<file path="config.mk">
export PLATFORM = sky130hd
export DESIGN_NAME = pc_stack_controller_flat
export DESIGN_NICKNAME = d
export VERILOG_FILES = /design/src/rtl/pc_stack_controller_if.sv /design/src/rtl/pc_stack_controller.sv /design/src/flat_wrapper.sv
export SDC_FILE = /design/constraint.sdc
export NUM_CORES = 1
export LEC_CHECK = 0
export ABC_AREA = 1
export CAP_MARGIN = 20
export CELL_PAD_IN_SITES_DETAIL_PLACEMENT = 0
export CELL_PAD_IN_SITES_GLOBAL_PLACEMENT = 1
export CORE_MARGIN = 2
export CORE_UTILIZATION = 45
export CTS_CLUSTER_DIAMETER = 120
export DETAILED_ROUTE_END_ITERATION = 16
export DONT_BUFFER_PORTS = 1
export GPL_TIMING_DRIVEN = 0
export PLACE_DENSITY = 0.87
export SYNTH_ARGS = -nofsm -noshare
export SYNTH_HDL_FRONTEND = slang
export SYNTH_SLANG_ARGS = --single-unit
export TNS_END_PERCENT = 100
</file>
<file path="constraint.sdc">
create_clock -name clk -period 2.01 [get_ports clk]
set_clock_uncertainty 0.15 [all_clocks]
set_input_delay 0.402 -clock clk [delete_from_list [all_inputs] [get_ports clk]]
set_output_delay 0.402 -clock clk [all_outputs]
set_load 0.03 [all_outputs]
</file>
<file path="src/rtl/pc_stack_controller_if.sv">
// Byte-wide data-memory port shared by the PC stack controller (master) and memory (slave).
// Read data on mem_out follows a mem_re strobe by one clock.
interface pc_stack_controller_if;
    logic [15:0] mem_addr;
    logic [7:0]  mem_in;
    logic        mem_we;
    logic        mem_re;
    logic [7:0]  mem_out;

    modport master (output mem_addr, output mem_in, output mem_we, output mem_re, input mem_out);
    modport slave  (input mem_addr, input mem_in, input mem_we, input mem_re, output mem_out);
endinterface

</file>
<file path="src/rtl/pc_stack_controller.sv">
// Call-stack controller: pushes/pops a 16-bit PC as two bytes on a descending stack.
// Define PC_STACK_CHECK_EN to enable overflow/underflow detection with a sticky stack_err.
module pc_stack_controller #(
    parameter logic [15:0] STACK_BASE  = 16'hFFFF,
    parameter logic [15:0] STACK_LIMIT = 16'hFF00
) (
    input  logic                         clk,
    input  logic                         rst_n,
    input  logic                         push_req,
    input  logic                         pop_req,
    input  logic [15:0]                  pc,
    pc_stack_controller_if.master        mem,
    output logic [15:0]                  pc_restore,
    output logic                         pc_restore_valid,
    output logic                         busy,
    output logic [15:0]                  sp,
    output logic                         stack_err,
    output logic [2:0]                   dbg_state
);
    localparam logic [2:0] IDLE    = 3'd0;
    localparam logic [2:0] PUSH_LO = 3'd1;
    localparam logic [2:0] PUSH_HI = 3'd2;
    localparam logic [2:0] POP_HI  = 3'd3;
    localparam logic [2:0] POP_LO  = 3'd4;
    localparam logic [2:0] POP_CAP = 3'd5;
    localparam logic [2:0] ERR     = 3'd6;

`ifdef PC_STACK_CHECK_EN
    localparam bit CHECK_EN = 1'b1;
`else
    localparam bit CHECK_EN = 1'b0;
`endif

    logic [2:0]  state;
    logic [15:0] pc_q;
    logic [15:0] addr_q;
    logic [7:0]  din_q;
    logic        we_q;
    logic        re_q;
    logic        overflow;
    logic        underflow;

    // Fewer than two free bytes above the limit, or fewer than two bytes held.
    assign overflow  = CHECK_EN && ({1'b0, sp} < ({1'b0, STACK_LIMIT} + 17'd1));
    assign underflow = CHECK_EN && (sp > (STACK_BASE - 16'd2));

    assign mem.mem_addr = addr_q;
    assign mem.mem_in   = din_q;
    assign mem.mem_we   = we_q;
    assign mem.mem_re   = re_q;
    assign dbg_state    = state;

    // Request handshake: push_req/pop_req act as valid, !busy as ready; a request
    // is taken only on a cycle where state is IDLE, otherwise it is dropped.
    always_ff @(posedge clk or negedge rst_n) begin
        if (!rst_n) begin
            state            <= IDLE;
            pc_q             <= 16'h0000;
            addr_q           <= 16'h0000;
            din_q            <= 8'h00;
            we_q             <= 1'b0;
            re_q             <= 1'b0;
            sp               <= STACK_BASE;
            pc_restore       <= 16'h0000;
            pc_restore_valid <= 1'b0;
            busy             <= 1'b0;
            stack_err        <= 1'b0;
        end else begin
            pc_restore_valid <= 1'b0;
            case (state)
                IDLE: begin
                    if (push_req) begin
                        busy <= 1'b1;
                        if (overflow) begin
                            stack_err <= 1'b1;
                            state     <= ERR;
                        end else begin
                            pc_q   <= pc;
                            addr_q <= sp;
                            din_q  <= pc[7:0];
                            we_q   <= 1'b1;
                            state  <= PUSH_LO;
                        end
                    end else if (pop_req) begin
                        busy <= 1'b1;
                        if (underflow) begin
                            stack_err <= 1'b1;
                            state     <= ERR;
                        end else begin
                            addr_q <= sp + 16'd1;
                            re_q   <= 1'b1;
                            state  <= POP_HI;
                        end
                    end
                end
                PUSH_LO: begin
                    addr_q <= sp - 16'd1;
                    din_q  <= pc_q[15:8];
                    state  <= PUSH_HI;
                end
                PUSH_HI: begin
                    we_q  <= 1'b0;
                    sp    <= sp - 16'd2;
                    busy  <= 1'b0;
                    state <= IDLE;
                end
                POP_HI: begin
                    addr_q <= sp + 16'd2;
                    state  <= POP_LO;
                end
                POP_LO: begin
                    re_q              <= 1'b0;
                    pc_restore[15:8]  <= mem.mem_out;
                    state             <= POP_CAP;
                end
                POP_CAP: begin
                    pc_restore[7:0]  <= mem.mem_out;
                    sp               <= sp + 16'd2;
                    pc_restore_valid <= 1'b1;
                    busy             <= 1'b0;
                    state            <= IDLE;
                end
                ERR: begin
                    busy  <= 1'b0;
                    state <= IDLE;
                end
                default: begin
                    we_q  <= 1'b0;
                    re_q  <= 1'b0;
                    busy  <= 1'b0;
                    state <= IDLE;
                end
            endcase
        end
    end
endmodule

</file>
<file path="src/flat_wrapper.sv">
// flat-port wrapper written by rule: the top's interface ports become plain ports
module pc_stack_controller_flat 
#(
    parameter logic [15:0] STACK_BASE  = 16'hFFFF,
    parameter logic [15:0] STACK_LIMIT = 16'hFF00
)
  (clk, rst_n, push_req, pop_req, pc, pc_restore, pc_restore_valid, busy, sp, stack_err, dbg_state, mem_mem_addr, mem_mem_in, mem_mem_we, mem_mem_re, mem_mem_out);
  pc_stack_controller_if mem_i ();
  input  logic clk;
  input  logic rst_n;
  input  logic push_req;
  input  logic pop_req;
  input  logic [15:0] pc;
  output logic [15:0] pc_restore;
  output logic pc_restore_valid;
  output logic busy;
  output logic [15:0] sp;
  output logic stack_err;
  output logic [2:0] dbg_state;
  output wire logic [$bits(mem_i.mem_addr)-1:0] mem_mem_addr;
  output wire logic [$bits(mem_i.mem_in)-1:0] mem_mem_in;
  output wire logic [$bits(mem_i.mem_we)-1:0] mem_mem_we;
  output wire logic [$bits(mem_i.mem_re)-1:0] mem_mem_re;
  input wire logic [$bits(mem_i.mem_out)-1:0] mem_mem_out;
  assign mem_mem_addr = mem_i.mem_addr;
  assign mem_mem_in = mem_i.mem_in;
  assign mem_mem_we = mem_i.mem_we;
  assign mem_mem_re = mem_i.mem_re;
  assign mem_i.mem_out = mem_mem_out;
  pc_stack_controller #(.STACK_BASE(STACK_BASE), .STACK_LIMIT(STACK_LIMIT)) u_core (.clk(clk), .rst_n(rst_n), .push_req(push_req), .pop_req(pop_req), .pc(pc), .mem(mem_i), .pc_restore(pc_restore), .pc_restore_valid(pc_restore_valid), .busy(busy), .sp(sp), .stack_err(stack_err), .dbg_state(dbg_state));
endmodule
</file>
---- Yosys cells after proc, flatten, opt, wreduce, memory -nomap -nowiden ----
Cells that the tools add are included.
word-level totals
  register bits ........................... 79
  bits in latches ......................... 0
  bits in writable memories ............... 0
  ROM bits ................................ 0
  bits of input ports ..................... 28
  output and inout port bits .............. 64
  logic and storage cells ................. 58
  memories kept ........................... 0
operators by class
  add/sub/neg operators ................... 4
  $mul .................................... 0
  divide/modulo/power cells ............... 0
  $lt $le $gt $ge ......................... 0
  eq/ne operators ......................... 10
  shift operators ......................... 0
  muxes and demuxes ....................... 17
  bitwise gates (word level) .............. 3
  reduce and logical (&&, ||, !) cells .... 13
operator list
  cell                                                                  count
  16-bit one-hot mux with 3 select lines                                1
  16-bit 2-to-1 mux                                                     2
  16-bit one-hot mux with 2 select lines                                1
  16-bit by 1-bit adder with 16-bit output, second input constant       1
  16-bit by 2-bit adder with 16-bit output, second input constant       1
  8-bit one-hot mux with 2 select lines                                 1
  16-bit by 1-bit subtractor with 16-bit output, second input constant  1
  16-bit by 2-bit subtractor with 16-bit output, second input constant  1
  3-bit one-hot mux with 4 select lines                                 1
  2-bit AND reduction                                                   5
  5-bit OR reduction                                                    2
  3-bit == test, second input constant                                  3
  8-bit 2-to-1 mux                                                      1
  3-bit by 2-bit == test with 1-bit output, second input constant       2
  3-bit 2-to-1 mux                                                      2
  2-bit != test, second input constant                                  3
  1-bit one-hot mux with 2 select lines                                 3
  1-bit 2-to-1 mux                                                      5
  2-bit nonzero test                                                    2
  3-bit by 1-bit == test with 1-bit output, second input constant       1
  3-bit zero test                                                       1
  3-bit != test, second input constant                                  1
  1-bit NOT                                                             3
  3-bit AND reduction                                                   1
  2 further kinds                                                       2

---- Logic depth before layout (Yosys ltp) ----
Gate-level depths: netlist of run 1.
  depth in word-level cells ............... 4
  depth in mapped cells ................... 11
  gate-level depth less buffers ........... 10

---- Worst setup path after synthesis of run 1 ----
Ideal clock, no wire load.
  kind .................................... register to register
  start point ............................. register u_core.state[2] (netlist: u_core.dbg_state[2])
  end point ............................... register u_core.addr_q[6] (netlist: u_core.mem.mem_addr[6])
  setup time .............................. 113 ps
  data arrival time ....................... 1,765 ps
  data required time ...................... 1,747 ps
  setup slack ............................. -18 ps
  stages on the path, launching flop included .. 12
  path buffers ............................ 2
  clock period less this slack ............ 2,028 ps
  cells stage by stage .................... dfrtp_1 > buf_4 > inv_2 > ha_1 > inv_1 > nand2_1 > clkbuf_1 > a21oi_1 > nor2_1 > nand3_1 > nand2_1 > inv_1
between the ends
  word-level cells in the longest chain between the ends .. 3
  elaborated cells between the ends (all ways) .. 7
  classes of those cells .................. eq/ne (3); mux (1); reduce/logical (3)
ends and longest elaborated chain
  what                                                              line                       RTL
  start: declaration                                                pc_stack_controller.sv:34  logic [2:0] state;
  start signal: assignment                                          pc_stack_controller.sv:57  state <= IDLE;
  start signal: assignment                                          pc_stack_controller.sv:76  state <= ERR;
  start signal: assignment                                          pc_stack_controller.sv:82  state <= PUSH_LO;
  3-bit by 1-bit == test with 1-bit output (tied with other cells)  pc_stack_controller.sv:70  case (state)
  3-bit nonzero test (no line) or 3-bit != test (tied branches)     -
  2-bit AND reduction (no line)                                     -
  end signal: assignment                                            pc_stack_controller.sv:79  addr_q <= sp;
  end signal: assignment                                            pc_stack_controller.sv:90  addr_q <= sp + 16'd1;
  end signal: assignment                                            pc_stack_controller.sv:97  addr_q <= sp - 16'd1;
  end: declaration                                                  pc_stack_controller.sv:36  logic [15:0] addr_q;
Several ways; a longest one is shown, not always the timed one.
A chain may end at the register's enable or synchronous reset.

---- Worst setup path after layout of run 1 ----
  start point ............................. register u_core.sp[1]
  end point ............................... register u_core.addr_q[13] (netlist: u_core.mem.mem_addr[13])
between the ends
  word-level cells in the longest chain between the ends .. 4
  elaborated cells between the ends (all ways) .. 6
  classes of those cells .................. add/sub (3); mux (3)
ends and longest elaborated chain
  what                                        line                        RTL
  start: declaration                          pc_stack_controller.sv:16   output logic [15:0] sp,
  start signal: assignment                    pc_stack_controller.sv:103  sp <= sp - 16'd2;
  start signal: assignment                    pc_stack_controller.sv:118  sp <= sp + 16'd2;
  16-bit by 1-bit adder with 16-bit output    pc_stack_controller.sv:90
  16-bit 2-to-1 mux                           pc_stack_controller.sv:84   end else if (pop_req) begin
  16-bit 2-to-1 mux                           pc_stack_controller.sv:72   if (push_req) begin
  16-bit one-hot mux with 3 select lines (*)  pc_stack_controller.sv:70
Every way passes the cells marked *; elsewhere a longest branch is shown, timed or not. The select of a mux whose other input is x is not followed.

==> flow_metrics.tcl, run 1 <==
set metrics [dict create \
    global_route_wire_length_before_repair_um 16100 \
    dr.pass1.iters 9 \
    worstSetupPathType "register to register" \
    fp.coreArea_um2 8260 \
    outcome "finished with violations" \
    num_antenna_cells 0 \
    worstReg2RegEnd "u_core.mem.mem_addr[13]$_DFFE_PN0P_" \
    placement_rows 33 \
    timing.final.max_slew_violations 0 \
    num_vias 3483 \
    yosys.area_share.xor_xnor_pct 1.82 \
    place.gp.congestion 0.903 \
    detail_route.iter0.violations 209 \
    slew-limit-headroom_pct 60.6 \
    cap_viol_max_count 0 \
    worst_setup_path_end_kind "register" \
    report.final.hold_viol_count 70 \
    synth_edf_count 0 \
    setup.worst_path.start "u_core.sp[1]$_DFFE_PN1P_" \
    power_leakage_nw 2.17 \
    grt_pass1_vias 3223 \
    fp.dieW_um 96.5 \
    avgRoutedWirePerCell_um 15.6 \
    wirelength_um 10300 \
    post_synth_fa_ha_maj_area_fraction_pct 0.975 \
    antenna_found_initial 0 \
    synthesis.instances 523 \
    grt_start_max_net_pins 71 \
    dieArea_um2 9310 \
    ant_nets 0 \
    cts_tree "built" \
    cts-root-to-sink-buffers 2 \
    ys_types 35 \
    clkLatencyLatePin_ns 0.35 \
    final_nets 579 \
    layout.cells.most_common_list "nand2_1, inv_1, dfrtp_1" \
    critPathCapture "u_core.mem.mem_addr[13]$_DFFE_PN0P_" \
    global_route.usage.total_pct 22.6 \
    critical_path_data_arrival_time_ns 2.09 \
    vias_per_cell 5.30 \
    finalSetupViolCount 0 \
    layout-area-overhead-vs-synth_pct 17.7 \
    worst_r2r_path_depth 9 \
    ys_seq_elements 70 \
    layout-drive-gt1-share_pct 19.7 \
    power_density_nw_per_um2 1900 \
    worstReg2RegStart "u_core.sp[1]$_DFFE_PN1P_" \
    gr-total-overflow 0 \
    io_buffer_count 0 \
    path_clk_slew_ns 0.08 \
    fin_hold_ws_ns -0.408 \
    start_util_pct 46.6 \
    synth_async_sr_flop_share_pct 100 \
    failed_checks "hold timing" \
    hold_class "primary input to async pin" \
    htreeDepth 3 \
    crit_fanout 8 \
    synth_nets 554 \
    setup_slack_ns 0.0159 \
    place_worst_setup_slack_ns -0.254 \
    final.period_utilization_pct 99.2 \
    nFillCells 806 \
    synthDominantCellAreaShare_pct 35.8 \
    startpoint_type "register" \
    top_post_synthesis_cells_by_area "dfrtp_1, nand2_1, dfstp_2" \
    grt_setup_unrepaired "true" \
    timing.fmax_mhz 501 \
    drc 0 \
    vdd.ir_drop.worst_mv 0.867 \
    cts_num_sinks 70 \
    mapped_cell_area_um2 3850 \
    synth-warning-count 0 \
    synth_largest_area_cell "dfrtp_1" \
    setup.reg_to_reg.worst_slack_ns 0.02 \
    final.min_clock_period_ns 1.99 \
    seq_total_area_yosys_pct 46.0 \
    worstPathRequired_ns 2.11 \
    combinational_family_with_the_most_area_after_synthesis "simple AND/OR/NAND/NOR gates" \
    post_synth_and_or_nand_nor_area_fraction_pct 32.1 \
    postSynth.topFlopCell "dfrtp_1" \
    layout.cells.most_common "nand2_1" \
    die_y_extent_um 96.5 \
    tightest_slew_ns 0.591 \
    ios 92 \
    cts_inserted_buffers 9 \
    avgSynthCellArea_um2 7.36 \
    ctsRootBufferMaster "clkbuf_8" \
    synth-compound-area-share_pct 10.2 \
    yosys-mux-area-fraction_pct 0 \
    hpwlAfterDp_um 7180 \
]
-- metrics by stage --
step	util (%)	total power, mW	cells	instance area, um2	setup TNS (ns)
floorplan	-	6.01	523	3850	0
global placement	48.2	6.74	628	3980	-1.77
detailed placement	48.2	6.83	628	3980	-2.25
CTS	51.9	8.24	643	4290	-0.0471
global route	54.9	9.28	657	4530	-0.204
finish	54.9	8.63	657	4530	0
-- cells in the mapped netlist (2+ instances only) --
cell and instances:
a21oi_1 25, buf_2 10, buf_4 4, clkbuf_1 4, clkinv_1 2, conb_1 2, dfrtp_1 55, dfstp_2 15
ha_1 3, inv_1 55, nand2_1 154, nand3_1 53, nand4_1 7, nor2_1 54, nor2_2 2, nor2_4 2
nor3_1 4, o211ai_1 4, o21ai_0 35, o22ai_1 4, or2_2 8, xor2_1 8
-- worst min path at each step --
stage,startpoint,to,slack (ns)
3_3_place_gp,rst_n,u_core.pc_restore_valid$_DFF_PN0_,-0.04
3_5_place_dp,rst_n,u_core.pc_restore_valid$_DFF_PN0_,-0.04
5_1_grt,rst_n,u_core.mem.mem_addr[15]$_DFFE_PN0P_,-0.43
6_report,rst_n,u_core.pc_restore_valid$_DFF_PN0_,-0.41
2_1_floorplan,rst_n,u_core.busy$_DFFE_PN0P_,-0.04
4_1_cts,rst_n,u_core.mem.mem_in[3]$_DFFE_PN0P_,-0.42
-- sequential cells by signal, indices dropped and copies added, names as in the netlist, 3 cells and up --
signal / cells
u_core.pc_restore: 16
u_core.dbg_state: 3
u_core.mem.mem_in: 8
u_core.mem.mem_addr: 16
u_core.pc_q: 8
u_core.sp: 15
-- area by class of cell --
cell class | count | area (um2) | share of cell area (%)
Buffer | 20 | 144 | 3.18
Multi-Input combinational cell | 374 | 1910 | 42.2
Clock buffer | 9 | 124 | 2.73
Clock inverter | 6 | 95.1 | 2.10
Inverter | 59 | 230 | 5.08
Timing Repair inverter | 1 | 7.51 | 0.166
Tap cell | 105 | 131 | 2.90
Timing Repair Buffer | 13 | 110 | 2.43
Sequential cell | 70 | 1780 | 39.2
-- routing by layer --
metal	routed length, um	global-route usage (%)	vias to the layer above
met3	618	4.89	17
met4	138	7.04	0
met5	0	0	-
met2	4990	36.8	122
met1	4510	30.1	1633
li1	-	-	1711
-- worst max-delay path, cell delays in order (launching register included) --
cell and delay, ns:
dfstp_4 0.74, ha_4 0.19, nand2_2 0.07, nor2_4 0.18, buf_4 0.15, nand4_1 0.13, nand3_1 0.11, nand3_1 0.08
nand2_1 0.06, inv_1 0.03
-- power by group --
part / switching (mW) / internal, mW
clock: 0.598 / 0.706
sequential: 1.73 / 2.17
combinational: 2.09 / 1.34
-- logic make-up after synthesis --
logic type / count (synthesis)
fa+ha+maj: 3
buf+inv: 79
compound gates: 72
flops: 70
simple gates: 289
other cells: 2
xor+xnor: 8
-- what timing repair did --
item | CTS | global route
resized for setup | 22 | 41
setup endpoints to repair | 25 | 24
pin swaps | 2 | 11
buffers inserted | 0 | 13
gates cloned | 0 | 1
endpoints found under the hold margin | 70 | 70
Power figures use the tool's default switching activity.
==> inputs of run 2 (changes only) <==
--- a/config.mk
+++ b/config.mk
@@ -6,14 +6,14 @@
 export NUM_CORES = 1
 export LEC_CHECK = 0
 export ABC_AREA = 1
+export BUFFER_PORTS_ARGS = -buffer_cell sky130_fd_sc_hd__buf_2
 export CAP_MARGIN = 20
 export CELL_PAD_IN_SITES_DETAIL_PLACEMENT = 0
 export CELL_PAD_IN_SITES_GLOBAL_PLACEMENT = 1
-export CORE_MARGIN = 2
-export CORE_UTILIZATION = 45
+export CORE_MARGIN = 10
+export CORE_UTILIZATION = 38
 export CTS_CLUSTER_DIAMETER = 120
 export DETAILED_ROUTE_END_ITERATION = 16
-export DONT_BUFFER_PORTS = 1
 export GPL_TIMING_DRIVEN = 0
 export PLACE_DENSITY = 0.87
 export SYNTH_ARGS = -nofsm -noshare
==> flow_metrics.tcl, run 2 (same netlist as run 1, synthesis figures left out) <==
set metrics [dict create \
    critical_path.cell_chain "ha_2 -> nand3_1 -> nor2_4 -> xor2_2 -> o21ai_0 -> o21ai_0" \
    tightest_slew_ns 0.914 \
    layout.cells.most_common "nand2_1" \
    final_nets 656 \
    io_buffer_count 89 \
    layout-drive-gt1-share_pct 26.2 \
    worstPathRequired_ns 2.14 \
    final.min_clock_period_ns 1.96 \
    nFillCells 1030 \
    cp_slowest_cell "dfstp_2" \
    post_cts_hold_buffer_count 0 \
    wirelength_um 11600 \
    start_util_pct 39.2 \
    layout.cells.most_common_list "nand2_1, buf_2, inv_1, dfrtp_1, nand3_1" \
    cts_num_sinks 70 \
    postLayoutCellArea_um2 4750 \
    worst_r2r_path_depth 6 \
    ant_nets 0 \
    placedCellCount 745 \
    worstReg2RegEnd "u_core.sp[7]$_DFFE_PN1P_" \
    place_worst_setup_slack_ns -0.103 \
    global_route.usage.total_pct 15.7 \
    worst_setup_path_end_kind "register" \
    finalSetupViolCount 0 \
    vdd.ir_drop.worst_mv 1.06 \
    hold_class "primary input to async pin" \
    startpoint_type "register" \
    met2WireLength_um 5360 \
    placement_rows 36 \
    antenna_found_initial 0 \
    hpwlAfterDp_um 8530 \
    grt_start_max_net_pins 71 \
    timing.final.max_slew_violations 0 \
    path_clk_slew_ns 0.08 \
    grt_pass1_vias 3818 \
    cap_viol_max_count 0 \
    timing.fmax_mhz 510 \
    multiInputGateArea_um2 1820 \
    gr-total-overflow 0 \
    place.gp.congestion 0.873 \
    clkLatencyLatePin_ns 0.35 \
    report.final.hold_viol_count 0 \
    cts_tree "built" \
    die_y_extent_um 121 \
    placed_area_um2 4460 \
    slowest_delay_ns 0.62 \
    final.period_utilization_pct 97.5 \
    timing.setup.tns_ns 0 \
    outcome "finished, final reports clean" \
    dieArea_um2 14600 \
    cts_inserted_buffers 9 \
    layoutNonFillerInstCount 762 \
    power_leakage_nw 2.43 \
    critical_path_data_arrival_time_ns 2.09 \
    fp.dieW_um 121 \
    wl_met1_um 5120 \
    postLayoutCoreUtil_pct 48.4 \
    critPathCapture "u_core.sp[7]$_DFFE_PN1P_" \
    avgRoutedWirePerCell_um 15.2 \
    vias_per_cell 4.96 \
    setup.worst_path.start "u_core.sp[1]$_DFFE_PN1P_" \
    dr.max_layer_used "met4" \
    ios 92 \
    setup_slack_ns 0.0498 \
    cp_common_cell "o21ai_0" \
    crit_fanout 6 \
    grt_setup_unrepaired "true" \
    cts-root-to-sink-buffers 2 \
    layout.area.seq_um2 1770 \
    setup.reg_to_reg.worst_slack_ns 0.05 \
    fin_hold_ws_ns 0.0361 \
    dr.pass1.iters 4 \
    layout-area-overhead-vs-synth_pct 23.4 \
    met3_wirelength_um 885 \
    num_antenna_cells 0 \
    worstSetupPathType "register to register" \
    drc 0 \
    power_density_nw_per_um2 1820 \
    htreeDepth 3 \
    total_power_mw 8.66 \
    fp.coreArea_um2 9820 \
    num_vias 3781 \
    global_route_wire_length_before_repair_um 18700 \
    worstReg2RegStart "u_core.sp[1]$_DFFE_PN1P_" \
    ctsRootBufferMaster "clkbuf_8" \
    slew-limit-headroom_pct 39.1 \
    detail_route.iter0.violations 196 \
]
-- run 2: changes by cell type in the layout (fill, tap and decap cells not counted), moves of 4 or more --
cell | before | now
nand2_2 | 5 | 1
nor2_1 | 44 | 48
buf_4 | 16 | 8
nand2_1 | 149 | 154
buf_2 | 6 | 97
-- run 2: timing repair --
| action | in CTS | in global routing |
|---|---|---|
| pin swaps | 0 | 0 |
| setup endpoints to repair | 8 | 21 |
| resized for setup | 5 | 16 |
| setup buffers | 0 | 2 |
| hold endpoints to repair | 0 | 0 |
-- run 2: area by class of cell --
cell class | instances | share of cell area (%)
Multi-Input combinational cell | 374 | 38.3
Tap cell | 133 | 3.50
Clock buffer | 11 | 2.98
Sequential cell | 70 | 37.3
Inverter | 59 | 4.71
Buffer | 20 | 2.45
Timing Repair Buffer | 91 | 9.74
Clock inverter | 4 | 1.00
-- run 2: layer usage --
layer  global-route usage (%)  vias up
li1                         -     1863
met4                     5.73        0
met3                     5.03       19
met5                        0        -
met2                     25.1      113
met1                     19.4     1786
-- run 2: how the worst min path moves through the flow --
stage                                      startpoint                           endpoint  slack (ns)  depth (start not counted)
after global routing                            rst_n  u_core.pc_restore_valid$_DFF_PN0_         0.1                          1
after CTS                                       rst_n  u_core.pc_restore_valid$_DFF_PN0_        0.06                          1
final                                           rst_n  u_core.pc_restore_valid$_DFF_PN0_        0.04                          1
after global placement    u_core.pc_q[15]$_DFFE_PN0N_        u_core.pc_q[15]$_DFFE_PN0N_        0.30                          2
after detailed placement  u_core.pc_q[10]$_DFFE_PN0N_        u_core.pc_q[10]$_DFFE_PN0N_        0.31                          2
after floorplan                                 rst_n            u_core.busy$_DFFE_PN0P_       -0.04                          0
-- run 2: worst max-delay path: cells and delay by family, from the launching register on --
| kind | cells | cell delay [ns] |
|---|---|---|
| AOI/OAI and AO/OA | 2 | 0.30 |
| xor gates and xnor gates | 1 | 0.23 |
| adders and majority gates | 1 | 0.23 |
| DFF | 1 | 0.62 |
| and+or+nand+nor | 2 | 0.34 |
-- run 2: power by group --
part	internal [mW]	switching, mW	total, mW
clock network	0.597	0.548	1.14
registers	2.16	0.468	2.62
logic	1.49	3.41	4.89
total	4.24	4.42	8.66
==> inputs of run 3 (changes only) <==
--- a/config.mk
+++ b/config.mk
@@ -6,7 +6,7 @@
 export NUM_CORES = 1
 export LEC_CHECK = 0
 export ABC_AREA = 1
-export BUFFER_PORTS_ARGS = -buffer_cell sky130_fd_sc_hd__buf_2
+export BUFFER_PORTS_ARGS = -buffer_cell sky130_fd_sc_hd__buf_4
 export CAP_MARGIN = 20
 export CELL_PAD_IN_SITES_DETAIL_PLACEMENT = 0
 export CELL_PAD_IN_SITES_GLOBAL_PLACEMENT = 1
==> flow_metrics.tcl, run 3 (same netlist as run 1, synthesis figures left out) <==
set metrics [dict create \
    drc 0 \
    die_y_extent_um 121 \
    ant_nets 0 \
    ctsRootBufferMaster "clkbuf_8" \
    start_util_pct 39.2 \
    ios 92 \
    power_density_nw_per_um2 1800 \
    hold_class "primary input to async pin" \
    grt_pass1_vias 3815 \
    grt_setup_unrepaired "false" \
    fin_hold_ws_ns -0.00461 \
    num_vias 3720 \
    tightest_slew_ns 0.899 \
    num_antenna_cells 0 \
    avgRoutedWirePerCell_um 14.9 \
    io_buffer_count 89 \
    setup_slack_ns 0.132 \
    antenna_found_initial 0 \
    worst_r2r_path_depth 9 \
    final.period_utilization_pct 93.4 \
    critical_path_data_arrival_time_ns 2.02 \
    crit_fanout 7 \
    cts-root-to-sink-buffers 2 \
    clkLatencyLatePin_ns 0.36 \
    place_worst_setup_slack_ns -0.134 \
    final.min_clock_period_ns 1.88 \
    htreeDepth 3 \
    layout.cells.most_common_list "nand2_1, buf_4, inv_1, dfrtp_1, nand3_1" \
    startpoint_type "register" \
    wirelength_um 11400 \
    worstPathRequired_ns 2.15 \
    path_clk_slew_ns 0.08 \
    place.gp.congestion 0.854 \
    gr-total-overflow 0 \
    grt_start_max_net_pins 71 \
    timing.final.max_slew_violations 0 \
    vias_per_cell 4.88 \
    failed_checks "hold timing" \
    power_leakage_nw 2.50 \
    vdd.ir_drop.worst_mv 0.794 \
    fp.coreArea_um2 9820 \
    timing.fmax_mhz 533 \
    outcome "finished with violations" \
    report.final.hold_viol_count 1 \
    cts_num_sinks 70 \
    cts_tree "built" \
    slew-limit-headroom_pct 40.1 \
    fp.dieW_um 121 \
    finalSetupViolCount 0 \
    final_nets 655 \
    layout.cells.most_common "nand2_1" \
    worst_setup_path_end_kind "register" \
    dr.pass1.iters 5 \
    global_route.usage.total_pct 15.8 \
    cts_inserted_buffers 9 \
    cap_viol_max_count 0 \
    layout-drive-gt1-share_pct 27.5 \
    total_power_mw 9.00 \
    hpwlAfterDp_um 8560 \
    worstSetupPathType "register to register" \
    detail_route.iter0.violations 206 \
    global_route_wire_length_before_repair_um 18800 \
    timing.setup.tns_ns 0 \
    dieArea_um2 14600 \
    placement_rows 36 \
    layout-area-overhead-vs-synth_pct 30.1 \
]
## run 3: metrics by stage
stage                     hold slack [ns]  utilization (%)  cells  area [um2]
after floorplan                   -0.0436                -    523        3850
after global placement              0.304             47.7    745        4680
after detailed placement            0.309             47.7    745        4680
after CTS                          0.0524             49.9    761        4900
after global routing               0.0748             51.0    762        5010
final                            -0.00461             51.0    762        5010
## run 3: cell type report
class | instances | area [um2]
repair buffers | 91 | 683
clock inverters | 6 | 51.3
flip-flops and latches | 70 | 1770
plain buffers | 19 | 111
fillers | 989 | 4810
clock buffers | 10 | 138
inverters | 59 | 224
well taps | 133 | 166
multi-input cells | 374 | 1860
## run 3: final timing paths
path | slack, ns | startpoint | end
worst max register to register | 0.13 | u_core.sp[1]$_DFFE_PN1P_ | u_core.mem.mem_addr[9]$_DFFE_PN0P_
worst max-delay path | 0.13 | u_core.sp[1]$_DFFE_PN1P_ | u_core.mem.mem_addr[9]$_DFFE_PN0P_
max in group asynchronous | 1.10 | rst_n | u_core.mem.mem_addr[13]$_DFFE_PN0P_
worst min-delay path | -0.005 | rst_n | u_core.pc_restore_valid$_DFF_PN0_
worst min register to register | 0.33 | u_core.pc_q[8]$_DFFE_PN0N_ | u_core.pc_q[8]$_DFFE_PN0N_
min in group clk | 0.09 | pc[14] | u_core.pc_q[14]$_DFFE_PN0N_
## run 3: power by group
part / switching [mW] / internal (mW)
Clock: 0.624 / 0.500
Combinational: 3.38 / 1.81
Sequential: 0.523 / 2.16
Total: 4.53 / 4.46
## run 3: worst max-delay path: stages (launching register included)
cell	delay (ns)
dfstp_2	0.64
ha_4	0.18
nand2_1	0.10
nor2_4	0.20
nand2_2	0.09
xor2_2	0.21
nand2_1	0.08
nand3_1	0.09
nand2_1	0.05
inv_1	0.04
## run 3: metal layers
metal | part of all wire, % | up-vias | wire length, um | GRT usage [%]
met2 | 48 | 109 | 5440 | 25.4
met1 | 43 | 1738 | 4870 | 19.4
met4 | 0.66 | 0 | 75 | 3.77
li1 | - | 1861 | - | -
met5 | 0 | - | 0 | 0
met3 | 8.5 | 12 | 970 | 6.24
## run 3: repair_timing
action | 4_1_cts | 5_1_grt
resized for setup | 6 | 24
setup endpoints to repair | 8 | 22
hold buffers | 0 | 0
pin swaps | 0 | 4
setup buffers | 0 | 2
